**src/rtl/mips_hilo_pkg.sv**
```systemverilog
// Shared types and constants for the HI/LO register pair and its iterative divider.
package mips_hilo_pkg;

    typedef enum logic [1:0] {
        IDLE = 2'd0,
        PREP = 2'd1,
        RUN  = 2'd2,
        FIX  = 2'd3
    } div_state_e;

    localparam int DIV_ITER = 32;
    localparam int HILO_W   = 64;
    localparam int HI_MSB   = 63;
    localparam int HI_LSB   = 32;
    localparam int LO_MSB   = 31;
    localparam int LO_LSB   = 0;

    function automatic logic [31:0] abs32(input logic [31:0] v, input logic is_signed);
        abs32 = (is_signed && v[31]) ? -v : v;
    endfunction

endpackage

```
**src/rtl/hilo_div_core.sv**
```systemverilog
// Restoring 32-bit divider: operand latch, magnitude/sign prep, one quotient bit
// per RUN cycle, sign fix-up in FIX. Divide-by-zero skips RUN entirely.
module hilo_div_core
    import mips_hilo_pkg::*;
#(
    parameter int DIV_W = 32
) (
    input  logic             clk,
    input  logic             rst,
    input  logic             i_start,
    input  logic             i_flush,
    input  logic             i_signed,
    input  logic [DIV_W-1:0] i_a,
    input  logic [DIV_W-1:0] i_b,
    output logic             o_busy,
    output logic             o_in_fix,
    output logic             o_done,
    output logic             o_by_zero,
    output logic             o_wr,
    output logic [DIV_W-1:0] o_quo,
    output logic [DIV_W-1:0] o_rem
);

    localparam int CNT_W = $clog2(DIV_ITER);

    div_state_e         r_state;
    div_state_e         w_next;
    logic [DIV_W-1:0]   r_a;
    logic [DIV_W-1:0]   r_b;
    logic               r_signed;
    logic               r_sign_q;
    logic               r_sign_r;
    logic               r_dbz;
    logic [DIV_W-1:0]   r_quo;
    logic [DIV_W-1:0]   r_rem;
    logic [DIV_W-1:0]   r_divisor;
    logic [CNT_W-1:0]   r_cnt;
    logic [DIV_W:0]     w_rem_sh;
    logic [DIV_W:0]     w_trial;
    logic               w_accept;

    assign w_accept = i_start && !i_flush;
    assign w_rem_sh = {r_rem, r_quo[DIV_W-1]};
    assign w_trial  = w_rem_sh - {1'b0, r_divisor};

    // State register
    always_ff @(posedge clk or negedge rst) begin
        if (!rst) begin
            r_state <= IDLE;
        end else begin
            r_state <= w_next;
        end
    end

    // Next-state logic; flush wins everywhere, including over a new start
    always_comb begin
        w_next = r_state;
        case (r_state)
            IDLE: begin
                if (w_accept) w_next = PREP;
                else          w_next = IDLE;
            end
            PREP: begin
                if (i_flush)                     w_next = IDLE;
                else if (r_b == {DIV_W{1'b0}})   w_next = FIX;
                else                             w_next = RUN;
            end
            RUN: begin
                if (i_flush)                        w_next = IDLE;
                else if (r_cnt == CNT_W'(DIV_ITER-1)) w_next = FIX;
                else                                w_next = RUN;
            end
            FIX:     w_next = IDLE;
            default: w_next = IDLE;
        endcase
    end

    // Divider datapath: operand capture, magnitude prep and the restoring step
    always_ff @(posedge clk or negedge rst) begin
        if (!rst) begin
            r_a       <= {DIV_W{1'b0}};
            r_b       <= {DIV_W{1'b0}};
            r_signed  <= 1'b0;
            r_sign_q  <= 1'b0;
            r_sign_r  <= 1'b0;
            r_dbz     <= 1'b0;
            r_quo     <= {DIV_W{1'b0}};
            r_rem     <= {DIV_W{1'b0}};
            r_divisor <= {DIV_W{1'b0}};
            r_cnt     <= {CNT_W{1'b0}};
        end else begin
            case (r_state)
                IDLE: begin
                    if (w_accept) begin
                        r_a      <= i_a;
                        r_b      <= i_b;
                        r_signed <= i_signed;
                    end else begin
                        r_a      <= r_a;
                        r_b      <= r_b;
                        r_signed <= r_signed;
                    end
                end
                PREP: begin
                    r_quo     <= abs32(r_a, r_signed);
                    r_divisor <= abs32(r_b, r_signed);
                    r_sign_q  <= r_signed & (r_a[DIV_W-1] ^ r_b[DIV_W-1]);
                    r_sign_r  <= r_signed & r_a[DIV_W-1];
                    r_dbz     <= (r_b == {DIV_W{1'b0}});
                    r_rem     <= {DIV_W{1'b0}};
                    r_cnt     <= {CNT_W{1'b0}};
                end
                RUN: begin
                    // Remainder never exceeds the divisor, so the low DIV_W bits suffice
                    if (!w_trial[DIV_W]) begin
                        r_rem <= w_trial[DIV_W-1:0];
                        r_quo <= {r_quo[DIV_W-2:0], 1'b1};
                    end else begin
                        r_rem <= w_rem_sh[DIV_W-1:0];
                        r_quo <= {r_quo[DIV_W-2:0], 1'b0};
                    end
                    r_cnt <= r_cnt + CNT_W'(1);
                end
                default: begin
                    r_cnt <= r_cnt;
                end
            endcase
        end
    end

    assign o_busy    = (r_state != IDLE);
    assign o_in_fix  = (r_state == FIX);
    assign o_done    = o_in_fix && !i_flush;
    assign o_by_zero = o_in_fix && r_dbz && !i_flush;
    assign o_wr      = o_in_fix && !r_dbz && !i_flush;
    assign o_quo     = r_sign_q ? -r_quo : r_quo;
    assign o_rem     = r_sign_r ? -r_rem : r_rem;

endmodule

```
**src/rtl/hilo_div_unit.sv**
```systemverilog
// HI/LO register pair with attached multi-cycle divider.
// Optional HILO_WR_BYPASS_EN forwards an ALU write to hilo_out in the same cycle.
module hilo_div_unit
    import mips_hilo_pkg::*;
#(
    parameter int DIV_W = 32
) (
    input  logic              clk,
    input  logic              rst,
    input  logic              hilo_we,
    input  logic [HILO_W-1:0] hilo_wdata,
    input  logic              div_start,
    input  logic              div_signed,
    input  logic [DIV_W-1:0]  div_a,
    input  logic [DIV_W-1:0]  div_b,
    input  logic              flush,
    output logic [HILO_W-1:0] hilo_out,
    output logic              div_busy,
    output logic              div_done,
    output logic              div_by_zero
);

    logic [HILO_W-1:0] r_hilo;
    logic              w_div_wr;
    logic              w_in_fix;
    logic [DIV_W-1:0]  w_quo;
    logic [DIV_W-1:0]  w_rem;

    hilo_div_core #(
        .DIV_W (DIV_W)
    ) u_core (
        .clk       (clk),
        .rst       (rst),
        .i_start   (div_start),
        .i_flush   (flush),
        .i_signed  (div_signed),
        .i_a       (div_a),
        .i_b       (div_b),
        .o_busy    (div_busy),
        .o_in_fix  (w_in_fix),
        .o_done    (div_done),
        .o_by_zero (div_by_zero),
        .o_wr      (w_div_wr),
        .o_quo     (w_quo),
        .o_rem     (w_rem)
    );

    // HI/LO registers: a completing divide takes priority over an ALU write
    always_ff @(posedge clk or negedge rst) begin
        if (!rst) begin
            r_hilo <= {HILO_W{1'b0}};
        end else if (w_div_wr) begin
            r_hilo[HI_MSB:HI_LSB] <= w_rem;
            r_hilo[LO_MSB:LO_LSB] <= w_quo;
        end else if (hilo_we) begin
            r_hilo <= hilo_wdata;
        end else begin
            r_hilo <= r_hilo;
        end
    end

`ifdef HILO_WR_BYPASS_EN
    assign hilo_out = (hilo_we && !w_in_fix) ? hilo_wdata : r_hilo;
`else
    assign hilo_out = r_hilo;
`endif

endmodule

```
**config.mk**
```make
export PLATFORM = sky130hd
export DESIGN_NAME = hilo_div_unit
export DESIGN_NICKNAME = d
export VERILOG_FILES = /design/src/rtl/mips_hilo_pkg.sv /design/src/rtl/hilo_div_core.sv /design/src/rtl/hilo_div_unit.sv
export SDC_FILE = /design/constraint.sdc
export NUM_CORES = 1
export LEC_CHECK = 0
export CORE_ASPECT_RATIO = 2
export CORE_MARGIN = 2
export CORE_UTILIZATION = 45
export CTS_CLUSTER_DIAMETER = 200
export DETAILED_ROUTE_END_ITERATION = 7
export PLACE_DENSITY = 0.78
export SLEW_MARGIN = 5
export SYNTH_ARGS = -nofsm -noshare
export SYNTH_HDL_FRONTEND = slang
export SYNTH_HIERARCHICAL = 1
export SYNTH_SLANG_ARGS = --single-unit
```
**constraint.sdc**
```tcl
create_clock -name clk -period 8 [get_ports clk]
set_clock_uncertainty 0.2 [all_clocks]
set_input_delay 1.6 -clock clk [delete_from_list [all_inputs] [get_ports clk]]
set_output_delay 1.6 -clock clk [all_outputs]
set_load 0.02 [all_outputs]
```
==> summary.txt <==
Status = finished clean
Pins Over Slew Limit = 0
Vias per Instance = 5.543
Largest cells by area after synthesis = dfrtp_1 (41%), mux2_2 (6.9%), mux2i_1 (6.4%)
Crit path max-delay cell type = clkdlybuf4s50_1
Final Hold Fails = 0
Dpl hpwl = 27,200 µm
Maximum fanout along the worst path = 4
Starting density of the core = 45.79%
Final #Nets = 1,846
Worst endpoint data arrival time = 3.03 ns
Worst Hold Class = reg2reg
Via count = 11,674
CP Cell Sequence = clkdlybuf4s50_1 > nor2b_1 > and2_1 > clkdlybuf4s50_1
CP startpoint kind = primary input
Full die area = 0.03363 mm²
Final Cycle Share = 60.43%
Most common cell in the netlist = dfrtp_1
Clk pwr share = 27.0%
Synth top cells by count = dfrtp_1 (235), nand2_1 (169), xnor2_1 (102), o21ai_0 (101), mux2i_1 (92)
Initial antenna violation count = 0
Total GRT Usage = 21.07%
Worst setup EP type = primary output
Fillers = 2,847
Die W = 130.7 µm
Largest net degree at the start of global routing = 88
Routed Antenna Nets = 0
H-tree levels = 1
Worst skew pair latency = 0.53 ns
First-pass GRT wire length = 58,020 µm
Worst path required time = 6.20 ns
CP delay by family, top = buffers and inverters
CTS root buf = clkbuf_16
Final Setup Violations = 0
Multi-input gate area = 0.007958 mm²
Max Cap Violations = 0
Mapped Area = 0.01444 mm²
Max Buffers Root-to-Sink = 3
TritonRoute pass-1 iters = 6
Core Area = 0.03154 mm²
Total wire length = 35,760 µm
Setup tns final = 0 ns
DRC viols = 0
FP Rows = 92
Die height = 257.3 µm
Reg2reg path depth = 13
Sequential share of power = 43.2%
NetSw = 1.321 mW
Crit path top cell by count = clkdlybuf4s50_1
Sink of the worst hold path = u_core/r_cnt[3]$_DFFE_PN0P_
Sw Share = 33.86%
Post-cts gate resize count = 0
Synth cell types = 72
PwrDens = 224.2 mW/mm²
Asr flop ratio synth = 100.0%
Syn Nets = 1,693
First DRT Iteration DRCs = 583
P&R area growth vs syn = 20.47%
Number of synthesized flops with an enable pin = 0
Ys flop type = dfrtp_1
Rel. slew slack = 32.44%
Grt ovf = 0
IO Pins = 201
Actual slew at the worst max-slew pin = 1.013 ns
Total setup buffers inserted after CTS = 0
Highest clock rate = 206.8 MHz
Reg2reg start = u_core/r_quo[31]$_DFFE_PN0P_
CTS Sinks = 235
Critical path type = in2out
Reg2reg end = u_core/r_rem[23]$_DFFE_PN0P_
Yosys warnings = 6
CP max stage delay = 0.60 ns
Worst Path Buf+Inv = 2
GPL Wtd Cong = 0.9021
Vias in the first global route = 11,761
Hold Path Cell Cnt = 1
Power Total = 3.900 mW
Yosys reg bits = 235
Syn_area_per_cell = 9.532 µm²
Setup slack, reg-to-reg = 3.77 ns
CTS tree = done
Top-area cell type share of the netlist area = 40.72%
Int Power = 2.579 mW
Static Leakage = 7.199 nW
Register Area = 0.005881 mm²
Ant diodes = 0
Combinational power share = 29.8%
I/O Buffers = 200
Post-Syn Instances = 1,515
Min-delay src = u_core/r_cnt[3]$_DFFE_PN0P_
RSZ-0062 raised after global routing = false
Layout cells sized above 1 = 9.329%
Clk slew on worst S/H paths = 0.07 ns
CTS buffer count = 22
Minimum clock period = 4.835 ns
Peak VDD IR = 0.2028 mV
Synth area leader = dfrtp_1
Seq/Total Area, Yosys = 40.72%
Routed wire per std cell = 16.98 µm
Hold Buf Count CTS = 0
## area by class of cell
type | instances | share of cell area (%)
timing repair buffer | 210 | 11.95
inverter | 60 | 1.295
tap | 423 | 3.042
sequential | 235 | 33.80
clock inverter | 9 | 0.4818
multi-input combinational | 1139 | 45.74
clock buffer | 30 | 3.689
## flip-flops by register name (all words and copies together) (netlist names)
signal	flops
u_core/r_state	2
u_core/r_sign_r	1
u_core/r_a	32
u_core/r_quo	32
u_core/r_rem	32
hilo_out	64
u_core/r_b	32
u_core/r_divisor	32
u_core/r_cnt	5
u_core/r_signed	1
u_core/r_dbz	1
u_core/r_sign_q	1
## stage by stage
step                      std cells  setup slack, ns  instance area, µm²  hold slack (ns)  utilization, %
final                          2106            3.165               17400           0.2877           55.16
after global routing           2106            3.069               17400           0.3109           55.16
after CTS                      2106            3.145               17400           0.2874           55.16
after detailed placement       2067            3.166               16670           0.2782           52.86
after global placement         2067            3.205               16670           0.2643           52.86
after floorplan                1515            3.949               14440           0.2436               -
## worst register-to-register path, cell delays in order, from the launching register on
cell and delay (ns):
dfrtp_1 0.38, inv_1 0.08, ha_1 0.23, fa_1 0.41, nor2b_1 0.17, o211ai_1 0.16, and2_1 0.22, o21ai_0 0.35
a31oi_1 0.26, o31ai_1 0.58, xor2_4 0.16, buf_4 0.46, nor4_1 0.11, a311o_1 0.35
## cell families (layout without fill, tap and decap cells)
logic type | Yosys count | count (layout) | share of synthesized area, %
simple gates | 384 | 384 | 12.51
buf+inv | 141 | 309 | 4.358
compound gates | 386 | 386 | 16.51
fa+ha+maj | 44 | 44 | 3.864
xor+xnor | 145 | 145 | 8.794
mux | 180 | 180 | 13.24
flops | 235 | 235 | 40.72
## routing by layer
layer,GRT usage (%),wire length [µm],vias up
li1,-,-,5699
met1,25.23,14260,5584
met5,0,0,-
met4,8.067,1215,0
met2,38.21,18650,318
met3,1.975,1632,73
## power groups by stage
| stage | sequential, mW | combinational (mW) | clock [mW] |
|---|---|---|---|
| finish | 1.69 | 1.16 | 1.05 |
| global route | 1.73 | 1.28 | 1.12 |
| CTS | 1.68 | 1.17 | 1.08 |
| detailed placement | 1.70 | 1.16 | 0 |
| global placement | 1.68 | 1.13 | 0 |
| floorplan | 1.65 | 0.808 | 0 |
## cells in the final DEF, fill, tap and decap left out, types with 10 or more instances in the layout
| cell | count |
|---|---|
| o31ai_1 | 26 |
| dfrtp_1 | 235 |
| o21ai_1 | 60 |
| xnor2_1 | 102 |
| a21oi_1 | 83 |
| ha_1 | 41 |
| inv_1 | 58 |
| o21ai_0 | 101 |
| clkdlybuf4s50_1 | 198 |
| or3_1 | 12 |
| mux2i_1 | 92 |
| a31oi_1 | 10 |
| mux2_2 | 88 |
| o41ai_1 | 13 |
| o2bb2ai_1 | 25 |
| nor4_1 | 11 |
| nor3_1 | 22 |
| nand3_1 | 22 |
| buf_4 | 11 |
| nand2_1 | 169 |
| nor2_1 | 79 |
| xor2_1 | 42 |
| a21o_1 | 13 |
| clkbuf_16 | 23 |
## how the worst max path moves through the flow
stage / cells after the start / from / slack, ns / endpoint
after floorplan: 2 / flush / 3.95 / div_by_zero
after global placement: 4 / flush / 3.20 / div_by_zero
after detailed placement: 4 / flush / 3.17 / div_by_zero
after CTS: 4 / flush / 3.14 / div_by_zero
after global routing: 4 / flush / 3.07 / div_by_zero
final: 4 / flush / 3.17 / div_by_zero
Power figures use the tool's default switching activity.
